$ cat src/rtl/eth_rxstatem_hdr.sv
// Receive-side MII frame state machine with header field capture.
// Walks Idle/Preamble/SFD/DA/SA/Length/Data/Drop using the counter stage's
// ByteCnt/Rx_NibCnt, assembles DA/SA/length-type, and flags frame end/abort.
module eth_rxstatem_hdr #(
  parameter int unsigned PRE_LAST   = 13,
  parameter int unsigned ADDR_BYTES = 6
) (
  input  logic                        MRxClk,
  input  logic                        Reset,
  input  logic                        MRxDV,
  input  logic [3:0]                  MRxD,
  input  logic                        Transmitting,
  input  logic                        IFGCounterEq24,
  input  logic [15:0]                 ByteCnt,
  input  logic                        Rx_NibCnt,
  input  logic                        ByteCntMaxFrame,
  output logic                        StateIdle,
  output logic                        StateDrop,
  output logic                        StatePreamble,
  output logic                        StateSFD,
  output logic                        StateDA,
  output logic                        StateSA,
  output logic                        StateLength,
  output logic [1:0]                  StateData,
  output logic [8*ADDR_BYTES-1:0]     RxDA,
  output logic [8*ADDR_BYTES-1:0]     RxSA,
  output logic [15:0]                 RxLenType,
  output logic                        HdrValid,
  output logic                        RxEndFrame,
  output logic                        RxAbort
);

  localparam int unsigned ADDR_W = 8 * ADDR_BYTES;

  // One-hot encoding so each State* output is a register bit with no decode.
  typedef enum logic [8:0] {
    S_IDLE  = 9'b0_0000_0001,
    S_DROP  = 9'b0_0000_0010,
    S_PRE   = 9'b0_0000_0100,
    S_SFD   = 9'b0_0000_1000,
    S_DA    = 9'b0_0001_0000,
    S_SA    = 9'b0_0010_0000,
    S_LEN   = 9'b0_0100_0000,
    S_DATA0 = 9'b0_1000_0000,
    S_DATA1 = 9'b1_0000_0000
  } state_t;

  state_t              r_state;
  logic                r_hdr_valid;
  logic                r_end_frame;
  logic                r_abort;
  logic [ADDR_W-1:0]   r_da;
  logic [ADDR_W-1:0]   r_sa;
  logic [15:0]         r_len;

  logic w_eq5;
  logic w_eqd;
  logic w_bc0;
  logic w_bc1;
  logic w_pre_last;
  logic w_addr_last;

  assign w_eq5       = (MRxD == 4'h5);
  assign w_eqd       = (MRxD == 4'hD);
  assign w_bc0       = (ByteCnt == 16'd0);
  assign w_bc1       = (ByteCnt == 16'd1);
  assign w_pre_last  = (ByteCnt == 16'(PRE_LAST));
  assign w_addr_last = Rx_NibCnt & (ByteCnt == 16'(ADDR_BYTES - 1));

  // Frame FSM: state transitions plus the end/abort/header-valid pulses.
  always_ff @(posedge MRxClk) begin
    if (Reset) begin
      r_state     <= S_IDLE;
      r_hdr_valid <= 1'b0;
      r_end_frame <= 1'b0;
      r_abort     <= 1'b0;
    end else begin
      r_hdr_valid <= 1'b0;
      r_end_frame <= 1'b0;
      r_abort     <= 1'b0;
      case (r_state)
        S_IDLE: begin
          if (MRxDV & w_eq5 & IFGCounterEq24 & ~Transmitting) r_state <= S_PRE;
          else if (MRxDV)                                      r_state <= S_DROP;
        end
        S_DROP: begin
          if (!MRxDV) r_state <= S_IDLE;
        end
        S_PRE: begin
          if (!MRxDV)      begin r_state <= S_IDLE; r_abort <= 1'b1; end
          else if (!w_eq5) begin r_state <= S_DROP; r_abort <= 1'b1; end
          else if (w_pre_last) r_state <= S_SFD;
        end
        S_SFD: begin
          if (!MRxDV)                begin r_state <= S_IDLE; r_abort <= 1'b1; end
          else if (w_bc0 & ~w_eq5)   begin r_state <= S_DROP; r_abort <= 1'b1; end
          else if (w_bc1 & ~w_eqd)   begin r_state <= S_DROP; r_abort <= 1'b1; end
          else if (w_bc1)            r_state <= S_DA;
        end
        S_DA: begin
          if (!MRxDV)           begin r_state <= S_IDLE; r_abort <= 1'b1; end
          else if (w_addr_last) r_state <= S_SA;
        end
        S_SA: begin
          if (!MRxDV)           begin r_state <= S_IDLE; r_abort <= 1'b1; end
          else if (w_addr_last) r_state <= S_LEN;
        end
        S_LEN: begin
          if (!MRxDV)                begin r_state <= S_IDLE; r_abort <= 1'b1; end
          else if (Rx_NibCnt & w_bc1) begin r_state <= S_DATA0; r_hdr_valid <= 1'b1; end
        end
        S_DATA0: begin
          if (!MRxDV) begin r_state <= S_IDLE; r_end_frame <= 1'b1; end
          else        r_state <= S_DATA1;
        end
        S_DATA1: begin
          if (!MRxDV)               begin r_state <= S_IDLE; r_end_frame <= 1'b1; end
          else if (ByteCntMaxFrame) begin r_state <= S_DROP; r_abort <= 1'b1; end
          else                      r_state <= S_DATA0;
        end
        default: r_state <= S_IDLE;
      endcase
    end
  end

  // Header capture: nibble-wise writes into DA/SA/length; kept across aborts.
  always_ff @(posedge MRxClk) begin
    if (Reset) begin
      r_da  <= '0;
      r_sa  <= '0;
      r_len <= '0;
    end else if (MRxDV) begin
      for (int k = 0; k < int'(ADDR_BYTES); k++) begin
        if (ByteCnt == 16'(k)) begin
          if (r_state == S_DA) begin
            if (Rx_NibCnt) r_da[ADDR_W-1-8*k -: 4] <= MRxD;
            else           r_da[ADDR_W-5-8*k -: 4] <= MRxD;
          end
          if (r_state == S_SA) begin
            if (Rx_NibCnt) r_sa[ADDR_W-1-8*k -: 4] <= MRxD;
            else           r_sa[ADDR_W-5-8*k -: 4] <= MRxD;
          end
        end
      end
      for (int k = 0; k < 2; k++) begin
        if ((ByteCnt == 16'(k)) && (r_state == S_LEN)) begin
          if (Rx_NibCnt) r_len[15-8*k -: 4] <= MRxD;
          else           r_len[11-8*k -: 4] <= MRxD;
        end
      end
    end
  end

  assign StateIdle     = r_state[0];
  assign StateDrop     = r_state[1];
  assign StatePreamble = r_state[2];
  assign StateSFD      = r_state[3];
  assign StateDA       = r_state[4];
  assign StateSA       = r_state[5];
  assign StateLength   = r_state[6];
  assign StateData     = r_state[8:7];
  assign RxDA          = r_da;
  assign RxSA          = r_sa;
  assign RxLenType     = r_len;
  assign HdrValid      = r_hdr_valid;
  assign RxEndFrame    = r_end_frame;
  assign RxAbort       = r_abort;

endmodule
$ cat config.mk
export PLATFORM = sky130hd
export DESIGN_NAME = eth_rxstatem_hdr
export DESIGN_NICKNAME = d
export VERILOG_FILES = /design/src/rtl/eth_rxstatem_hdr.sv
export SDC_FILE = /design/constraint.sdc
export NUM_CORES = 1
export LEC_CHECK = 0
export CAP_MARGIN = 20
export CORE_MARGIN = 4
export CORE_UTILIZATION = 30
export DETAILED_ROUTE_END_ITERATION = 12
export SYNTH_ARGS = -nofsm -noshare
export SYNTH_HDL_FRONTEND = slang
export SYNTH_SLANG_ARGS = --single-unit
$ cat constraint.sdc
create_clock -name MRxClk -period 8.3 [get_ports MRxClk]
set_input_delay 1.66 -clock MRxClk [delete_from_list [all_inputs] [get_ports MRxClk]]
set_output_delay 1.66 -clock MRxClk [all_outputs]
set_load 0.02 [all_outputs]
==> results of run 1 <==
## power groups by stage
stage	Sequential, mW	Combinational (mW)	Clock (mW)
global placement	0.615	0.0745	0
floorplan	0.615	0.0411	0
CTS	0.601	0.0759	0.733
global route	0.602	0.0820	0.760
finish	0.602	0.0761	0.715
detailed placement	0.614	0.0755	0
## cell type report
type	instances	area [sq um]
clock buffers	21	450.4
clock inverters	11	118.9
fillers	1610	9333
inverters	4	15.01
multi-input cells	378	2549
flip-flops and latches	124	2482
well taps	220	275.3
repair buffers	155	1536
## registers in the layout, summed over array words and instances (netlist names)
name	cells
HdrValid	1
RxSA	48
RxLenType	16
RxEndFrame	1
RxAbort	1
RxDA	48
r_state	9
## logic make-up (layout without fill, tap and decap cells)
logic type	Yosys count	in the layout	synth area share
xor+xnor	4	4	0.006766
buf+inv	38	191	0.02827
flops	124	124	0.4795
simple gates	226	226	0.2296
mux	100	100	0.1933
compound gates	48	48	0.06259
## through the flow
step / hold slack (ns) / std cells / util
floorplan: 0.5304 / 540 / -
global placement: 0.4481 / 881 / 0.4092
detailed placement: 0.4484 / 881 / 0.4092
CTS: 0.4546 / 913 / 0.4432
global route: 0.4667 / 913 / 0.4432
finish: 0.4550 / 913 / 0.4432
## tightest hold or removal path, cell delays in order, from the launching register on
cell and delay (ns):
dfxtp_1 0.31, nand2_1 0.05, a21oi_1 0.05
## synthesized netlist by cell type (all sizes together)
master  count  share of area
nor2      125          0.091
dfxtp     124           0.48
mux2i     100           0.19
clkbuf     30          0.022
nand2      24          0.018
a21oi      20          0.019
nand3      19          0.028
nor4       11          0.023
o21ai      11          0.011
nor3        8         0.0087
or4         8          0.012
nand3b      7          0.010
nand4       5         0.0060
buf         4         0.0036
inv         4         0.0029
xor2        4         0.0068
and2        3         0.0036
and4b       3         0.0058
nand4b      3         0.0051
nor2b       3         0.0036
a21o        2         0.0029
a41oi       2         0.0034
o211a       2         0.0053
o21bai      2         0.0029
o31ai       2         0.0029
o41ai       2         0.0070
a211o       1         0.0017
a211oi      1         0.0024
a21boi      1         0.0015
and3        1         0.0012
and4        1         0.0017
and4bb      1         0.0024
nor3b       1         0.0015
nor4b       1         0.0046
o211ai      1         0.0015
o22ai       1         0.0012
or2         1         0.0012
or4b        1         0.0019
## worst max-delay path by stage
stage,start,end,slack (ns),cells past startpoint
5_1_grt,ByteCnt[9],r_state[1]$_SDFFE_PP0P_,3.77,7
3_3_place_gp,ByteCnt[9],RxDA[35]$_SDFFE_PP0P_,3.56,7
2_1_floorplan,ByteCnt[9],r_state[1]$_SDFFE_PP0P_,4.25,8
3_5_place_dp,ByteCnt[9],RxDA[35]$_SDFFE_PP0P_,3.51,7
6_report,ByteCnt[9],r_state[1]$_SDFFE_PP0P_,3.92,7
4_1_cts,ByteCnt[9],RxDA[35]$_SDFFE_PP0P_,3.94,7
## routing by layer
layer,track usage,part of all wire,vias up,routed length [microns]
li1,-,-,2164,-
met1,0.2002,0.42,2154,6873
met2,0.2789,0.49,163,7934
met3,0.06552,0.084,12,1371
met4,0.04119,0.0081,0,132
met5,0,0,-,0
==> impl_metrics.py, run 1 <==
metrics = {
    "cts": {
        "ctsRootBufferMaster": "clkbuf_16",
        "path_clk_slew_ns": 0.05,
        "cts_tree": "yes",
        "cts_max_level": 4,
        "clock_sinks": 124,
        "post-cts-setup-buffer-count": 0,
        "hold_buffers": 0,
        "ctsResizeCount": 0,
        "cts_buffers": 17,
        "clockBufferDepth": 2,
        "clkLatencyLatePin_ns": 0.41,
    },
    "min_path": {
        "hold_end": "RxLenType[6]$_SDFFE_PP0P_",
        "hold_path_class": "reg -> reg",
        "hold_start": "RxLenType[6]$_SDFFE_PP0P_",
        "hold_depth": 2,
    },
    "placement": {
        "placed_cell_area_sq_um": 6858,
        "dp_hpwl_microns": 11180,
        "place_ws_ns": 3.510,
        "port_buffers": 150,
        "place_congestion": 0.8847,
    },
    "cells_and_area": {
        "final_cell_mix": "149 x clkdlybuf4s50_1, 125 x nor2_1, 124 x dfxtp_1, 100 x mux2i_1, 23 x nand2_1",
        "num_antenna_cells": 0,
        "fin_nets": 707,
        "final_common_cell": "clkdlybuf4s50_1",
        "drive_gt1_frac": 0.07648,
        "synthToLayoutAreaGrowth_pct": 43.45,
        "design_area_sq_um": 7427,
    },
    "timing": {
        "fmax_mhz": 228.3,
        "slew_violations": 0,
        "final-hold-violation-count": 0,
        "max_slew_margin": 0.3567,
        "grt_setup_unrepaired": "no",
        "fin_skew_ns": 0.008153,
        "setup_viol": 0,
        "finalCritPeriodShare": 0.5277,
        "post-route-min-period_ns": 4.380,
        "finalSetupTns_ns": 0,
        "fin_ws_ns": 3.920,
        "worstMarginPinSlew_ns": 0.9567,
    },
    "setup_path": {
        "cp_slowest_cell": "o31ai_1",
        "endpoint_kind": "flop",
        "r2r_start": "r_state[2]$_SDFFE_PP0P_",
        "critPathMaxFanout": 8,
        "crit_required_ns": 8.60,
        "r2r_setup_slack_ns": 5.25,
        "start_kind": "input port",
        "cp.buffers_inverters": 1,
        "ff2ff_path_depth": 6,
        "cp.arrival_ns": 4.68,
        "cp_top_family": "compound AO/OA/AOI/OAI gates",
        "max_stage_delay_ns": 0.71,
        "path_cells": "clkdlybuf4s50_1 -> or4_1 -> nor4_4 -> a41oi_1 -> o31ai_1 -> nand2_2 -> o211a_1",
        "timing.rr.end": "r_state[4]$_SDFFE_PP0P_",
        "critPathKind": "in -> reg",
    },
    "die": {
        "die_y_microns": 139.4,
        "pin_count": 151,
        "rows": 47,
        "start_util": 0.3089,
        "die_area_sq_um": 19420,
        "core_area_sq_um": 16760,
        "chipWidth_microns": 139.4,
    },
    "logic_synthesis": {
        "synth_nets": 567,
        "seq_area_frac_synth": 0.4795,
        "syn-cell-area_sq_um": 5177,
        "syn_avg_cell_area_sq_um": 9.588,
        "synthDistinctLibCells": 47,
        "ys_seq_elements": 124,
        "ys_warn_count": 0,
        "syn-instance-count": 540,
    },
    "drt": {
        "first_iter_violations": 347,
        "drc_errors": 0,
        "ant_nets": 0,
        "vias": 4493,
        "drt-pass1-iter-count": 5,
        "drt-vias-per-instance": 4.921,
        "wl_microns": 16310,
        "wl_per_cell_microns": 17.87,
    },
    "power": {
        "power_density_nw_per_um2": 187.5,
        "swShare": 0.2287,
        "switching_power_mw": 0.3186,
        "finalPower_mw": 1.393,
        "vdd_ir_drop_max_mv": 0.1612,
        "internal_power_mw": 1.074,
        "p_leak_nw": 2.626,
        "seq_power_share": 0.432,
        "clockPowerShare": 0.513,
        "pwr-share-comb": 0.055,
    },
    "global_route": {
        "grtUsageTotal": 0.1662,
        "antenna_found_initial": 0,
        "gr-total-overflow": 0,
        "grt_max_degree": 65,
        "grt_first_pass_wirelength_microns": 25650,
        "grt_pass1_vias": 4550,
    },
    "run_status": {
        "status": "finished clean",
    },
    "flow_run": {
        "maxCapViolCount": 0,
    },
}
No activity file was read; power rests on OpenSTA's default activity.
==> run 2, diff against run 1 <==
==> constraint.sdc (replaced) <==
create_clock -name MRxClk -period 3.8 [get_ports MRxClk]
set_input_delay 0.76 -clock MRxClk [delete_from_list [all_inputs] [get_ports MRxClk]]
set_output_delay 0.76 -clock MRxClk [all_outputs]
set_load 0.02 [all_outputs]
==> run 2 against run 1 <==
- count of clock-buffer cells in the layout is the same
- utilization is 1.9 points higher
- clock skew down 0.00084 ns
- global-route usage grew 0.20 points
- non-clock buffer count increased by 27
- first-iteration DRC count shrank 0.86%
- via count up 3.6%
- sequential power rose by 120%
- critical path depth unchanged
- power increased by 140%
- final cell count rose by 3.0%
- largest cell class unchanged
==> impl_metrics.py, run 2 (same netlist as run 1, synthesis figures left out) <==
metrics = {
    "flow_run": {
        "maxCapViolCount": 0,
    },
    "cells_and_area": {
        "drive_gt1_frac": 0.1153,
        "design_area_sq_um": 7752,
        "final_common_cell": "clkdlybuf4s50_1",
        "n_fill_cell": 1602,
        "final_cell_mix": "149 x clkdlybuf4s50_1, 125 x nor2_1, 124 x dfxtp_1, 100 x mux2i_1, 33 x buf_4",
        "synthToLayoutAreaGrowth_pct": 49.73,
        "seq_area_sq_um": 2482,
        "fin_nets": 734,
        "multi_input_area_sq_um": 2549,
        "layout.cells.non_filler": 940,
        "num_antenna_cells": 0,
    },
    "global_route": {
        "grtUsageTotal": 0.1682,
        "antenna_found_initial": 0,
        "grt_max_degree": 59,
        "gr-total-overflow": 0,
        "grt_first_pass_wirelength_microns": 26190,
        "grt_pass1_vias": 4728,
    },
    "power": {
        "power_density_nw_per_um2": 434.6,
        "p_leak_nw": 2.819,
        "vdd_ir_drop_max_mv": 0.2716,
    },
    "drt": {
        "drc_errors": 0,
        "drt-vias-per-instance": 4.952,
        "ant_nets": 0,
        "drt-pass1-iter-count": 5,
        "wl_microns": 16540,
        "wl_per_cell_microns": 17.60,
        "first_iter_violations": 344,
        "vias": 4655,
    },
    "placement": {
        "dp_hpwl_microns": 11510,
        "place_congestion": 0.9484,
        "placed_cells": 908,
        "port_buffers": 150,
        "placed_cell_area_sq_um": 7061,
    },
    "cts": {
        "cts_buffers": 17,
        "cts_tree": "yes",
        "clock_sinks": 124,
        "clockBufferDepth": 2,
        "hold_buffers": 0,
        "ctsResizeCount": 0,
        "cts_max_level": 4,
        "path_clk_slew_ns": 0.05,
        "ctsRootBufferMaster": "clkbuf_16",
        "clkLatencyLatePin_ns": 0.41,
        "post-cts-setup-buffer-count": 0,
    },
    "timing": {
        "post-route-min-period_ns": 3.155,
        "worstMarginPinSlew_ns": 0.9841,
        "grt_setup_unrepaired": "no",
        "finalCritPeriodShare": 0.8303,
        "slew_violations": 0,
        "fin_skew_ns": 0.007309,
        "setup_viol": 0,
        "fmax_mhz": 317.0,
        "final-hold-violation-count": 0,
        "max_slew_margin": 0.3383,
        "finalSetupTns_ns": 0,
    },
    "setup_path": {
        "r2r_start": "r_state[3]$_SDFFE_PP0P_",
        "crit_start": "ByteCnt[3]",
        "ff2ff_path_depth": 7,
        "endpoint_kind": "flop",
        "r2r_setup_slack_ns": 0.95,
        "crit_required_ns": 4.10,
        "critPathMaxFanout": 5,
        "endpoint": "r_state[1]$_SDFFE_PP0P_",
        "start_kind": "input port",
        "cp.arrival_ns": 3.45,
        "critPathKind": "in -> reg",
        "timing.rr.end": "r_state[4]$_SDFFE_PP0P_",
    },
    "die": {
        "die_y_microns": 139.4,
        "rows": 47,
        "core_area_sq_um": 16760,
        "die_area_sq_um": 19420,
        "start_util": 0.3089,
        "chipWidth_microns": 139.4,
        "pin_count": 151,
    },
    "min_path": {
        "hold_path_class": "reg -> reg",
    },
    "run_status": {
        "status": "finished clean",
    },
}
run 2: changes by cell type in the layout (fill, tap and decap cells not counted), sizes merged:
cell    delta
bufinv     +4
buf       +27
clkinv     -3
inv        -1
run 2: worst min-delay path by stage:
stage	slack [ns]	from	cells after the start	end
5_1_grt	0.49	RxLenType[4]$_SDFFE_PP0P_	2	RxLenType[4]$_SDFFE_PP0P_
4_1_cts	0.45	RxLenType[4]$_SDFFE_PP0P_	2	RxLenType[4]$_SDFFE_PP0P_
6_report	0.45	RxLenType[4]$_SDFFE_PP0P_	2	RxLenType[4]$_SDFFE_PP0P_
2_1_floorplan	0.53	RxLenType[4]$_SDFFE_PP0P_	2	RxLenType[4]$_SDFFE_PP0P_
3_3_place_gp	0.45	RxLenType[5]$_SDFFE_PP0P_	2	RxLenType[5]$_SDFFE_PP0P_
3_5_place_dp	0.45	RxLenType[4]$_SDFFE_PP0P_	2	RxLenType[4]$_SDFFE_PP0P_
run 2: report_power, final:
| part | total (mW) | internal (mW) | switching [mW] |
|---|---|---|---|
| Combinational | 0.176 | 0.0693 | 0.107 |
| Sequential | 1.31 | 1.31 | 0.00938 |
| Clock | 1.88 | 1.30 | 0.581 |
run 2: worst max-delay path, cell delays in order:
cell             delay, ns
clkdlybuf4s50_1       0.53
or4b_2                0.73
or4_1                 0.49
o211a_4               0.20
o41ai_4               0.39
nand2_2               0.12
o211a_1               0.23
run 2: per-stage QoR:
| step | total power, mW | setup WS [ns] | hold slack [ns] | utilization |
|---|---|---|---|---|
| after CTS | 3.399 | 0.6966 | 0.4542 | 0.4626 |
| after global placement | 1.514 | 0.3092 | 0.4508 | 0.4213 |
| after detailed placement | 1.517 | 0.2583 | 0.4485 | 0.4213 |
| after global routing | 3.471 | 0.5755 | 0.4867 | 0.4626 |
| final | 3.369 | 0.6450 | 0.4493 | 0.4626 |
| after floorplan | 1.434 | 0.6488 | 0.5304 | - |
run 2: area by class of cell:
class                      instances  area share
sequential                       124      0.3202
multi-input combinational        378      0.3288
clock inverter                    11     0.02728
tap                              220     0.03551
clock buffer                      21     0.06198
timing repair buffer             182      0.2243
inverter                           4    0.001937
run 2: routing by layer:
metal	track usage	routed length [microns]	up-vias
li1	-	-	2217
met1	0.2037	7113	2245
met2	0.2824	7955	176
met3	0.05832	1270	17
met4	0.05046	204	0
met5	0	0	-
==> RTL change, RTL diff (flow settings as in run 2) <==
`PRE_LAST`: 13 -> 8.
--- a/src/rtl/eth_rxstatem_hdr.sv
+++ b/src/rtl/eth_rxstatem_hdr.sv
@@ -2,7 +2,7 @@
 // Walks Idle/Preamble/SFD/DA/SA/Length/Data/Drop using the counter stage's
 // ByteCnt/Rx_NibCnt, assembles DA/SA/length-type, and flags frame end/abort.
 module eth_rxstatem_hdr #(
-  parameter int unsigned PRE_LAST   = 13,
+  parameter int unsigned PRE_LAST   = 8,
   parameter int unsigned ADDR_BYTES = 6
 ) (
   input  logic                        MRxClk,
Formal check against the unedited RTL: not equivalent (a bounded check fails within 4 cycles, from zero or initial values and one cycle with Reset high).
==> RTL change against run 2 <==
  * Utilization fell by 1.7 points
  * Sequential share of layout area up 1.5 points
  * Synthesized cell count shrank 3.3%
  * Setup slack lost 0.13 ns
  * Wire length is 3.0% lower
  * Total power fell by 13%
  * Critical path type unchanged
  * Clock power is 22% lower
  * Count of clock-buffer cells in the layout is 6 higher
  * Area after synthesis decreased by 2.2%
  * Clock skew up 0.00069 ns
  * Sequential cell count is the same
  * Via count down 5.3%
  * Cell area is 4.6% lower
  * First-iteration DRC count down 37%
==> RTL change: results (changes against run 2) <==
- WL met2: 7.59 mm (was 7.96 mm)
- Crit Path Max Fanout: 8 (was 5)
- Count of distinct cell types in the synthesized netlist: 44 (was 47)
- Final instance area: 0.00740 mm² (was 0.00775 mm²)
- Adder-Cell Fraction of Synth Area: 0% (unchanged)
- Synth top area cells: dfxtp_1 49%, mux2i_1 22%, nor2_1 11% (was dfxtp_1 48%, mux2i_1 19%, nor2_1 9.1%)
- # fillers: 1574 (was 1602)
- Worst VDD drop: 0.000275 V (was 0.000272 V)
- Num CTS Buffers: 17 (unchanged)
- Net Count, Synth: 549 (was 567)
- Status: completed (unchanged)
- Compound-Gate Fraction of Synth Area: 3.54% (was 6.26%)
- Mux cell area share after synthesis: 22.3% (was 19.3%)
- Initial antenna violation count: 0 (unchanged)
- Lkg Pwr: 2.43 nW (was 2.82 nW)
- Iteration-0 DRC count of the detailed router: 218 (was 344)
- Sw frac: 21.3% (was 20.7%)
- Layout Nets: 706 (was 734)
- Placer Congestion: 0.882 (was 0.948)
- Total routed wirelength: 16.0 mm (was 16.5 mm)
- Vias per inst: 4.85 (was 4.95)
- Slew headroom: 26.3% (was 33.8%)
- Worst-path clk slew: 0.05 ns (about the same)
- GR Util met2: 27.4% (was 28.2%)
- Post-Synth XOR/XNOR Area: 0.346% (was 0.677%)
- Largest net degree at the start of global routing: 107 (was 59)
- Commonest cells in the netlist: 143 x nor2_1, 124 x dfxtp_1, 113 x mux2i_1 (was 125 x nor2_1, 124 x dfxtp_1, 100 x mux2i_1)
- Initial DRT Pass Iterations: 5 (unchanged)
- Post-Place Setup Slack: 0.144 ns (was 0.258 ns)
- Worst Skew: 0.00800 ns (was 0.00731 ns)
- Vias in the first global route: 4449 (was 4728)
- Synth Area per Inst: 9.70 µm² (was 9.59 µm²)
- Sequential element share of the synthesized area: 49.0% (was 47.9%)
- CTS max path bufs: 2 (unchanged)
- Dpl cells: 880 (was 908)
- Top Layer Used: met4 (unchanged)
- DP Area: 0.00686 mm² (was 0.00706 mm²)
- Post-CTS setup buffers: 0 (unchanged)
- Global-route wire length before repair: 24.5 mm (was 26.2 mm)
- GRT Util Overall: 16.8% (about the same)
- Wire per inst: 17.7 µm (was 17.6 µm)
- WL met3: 1.07 mm (was 1.27 mm)
- Diode count: 0 (unchanged)
- Htree depth: 4 (unchanged)
- Met1 wire length: 7.19 mm (was 7.11 mm)
- M1 GR Usage: 21.2% (was 20.4%)
- Ys async rst share: 0% (unchanged)
- Clock root cell: clkbuf_16 (unchanged)
- Grt met3 use: 5.52% (was 5.83%)
- Detailed Place HPWL: 11.1 mm (was 11.5 mm)
- Ratio of cells with drive above 1 in the final layout: 8.58% (was 11.5%)
RTL change: cell types whose count changed after synthesis, sizes merged, moves of 5 or more:
cell,change
buf,+6
mux2i,+13
nor2,+25
nand2,-15
a21oi,-14
clkbuf,-8
nand3,-14
nand3b,-5
RTL change: logic make-up (layout without fill, tap and decap cells):
family | Yosys count | in the layout
AND/OR/NAND/NOR | 223 | 223
flip-flops | 124 | 124
multiplexers | 113 | 113
buffers and inverters | 33 | 199
AO/OA/AOI/OAI | 27 | 27
XOR/XNOR | 2 | 2
RTL change: worst paths after layout:
path | slack (ns) | cells after the start | startpoint | end
worst max-delay path | 0.52 | 8 | ByteCnt[5] | RxSA[43]
worst min-delay path | 0.49 | 2 | RxSA[30] | RxSA[30]
worst max register to register | 1.08 | 7 | r_state[1] | r_state[0]
worst min register to register | 0.49 | 2 | RxSA[30] | RxSA[30]
RTL change: cell type report:
| type | count | area share [%] |
|---|---|---|
| multi-input cells | 365 | 33.1 |
| inverters | 1 | 0.0508 |
| clock buffers | 27 | 7.21 |
| flip-flops and latches | 124 | 33.6 |
| repair buffers | 170 | 22.3 |
| clock inverters | 1 | 0.0677 |
| well taps | 220 | 3.72 |
RTL change: power by group through the flow:
stage / registers, mW / logic, mW / clock network, mW
after floorplan: 1.34 / 0.0779 / 0
after global placement: 1.34 / 0.151 / 0
after detailed placement: 1.34 / 0.153 / 0
after CTS: 1.31 / 0.154 / 1.50
after global routing: 1.31 / 0.166 / 1.56
final: 1.31 / 0.155 / 1.46
RTL change: critical path, stage by stage:
cell and delay [ns]:
clkdlybuf4s50_1 0.40, or4_1 0.59, buf_4 0.20, nor4_1 0.48, nand2b_1 0.34, nor2_1 0.45, mux2i_1 0.24, nor2_1 0.05
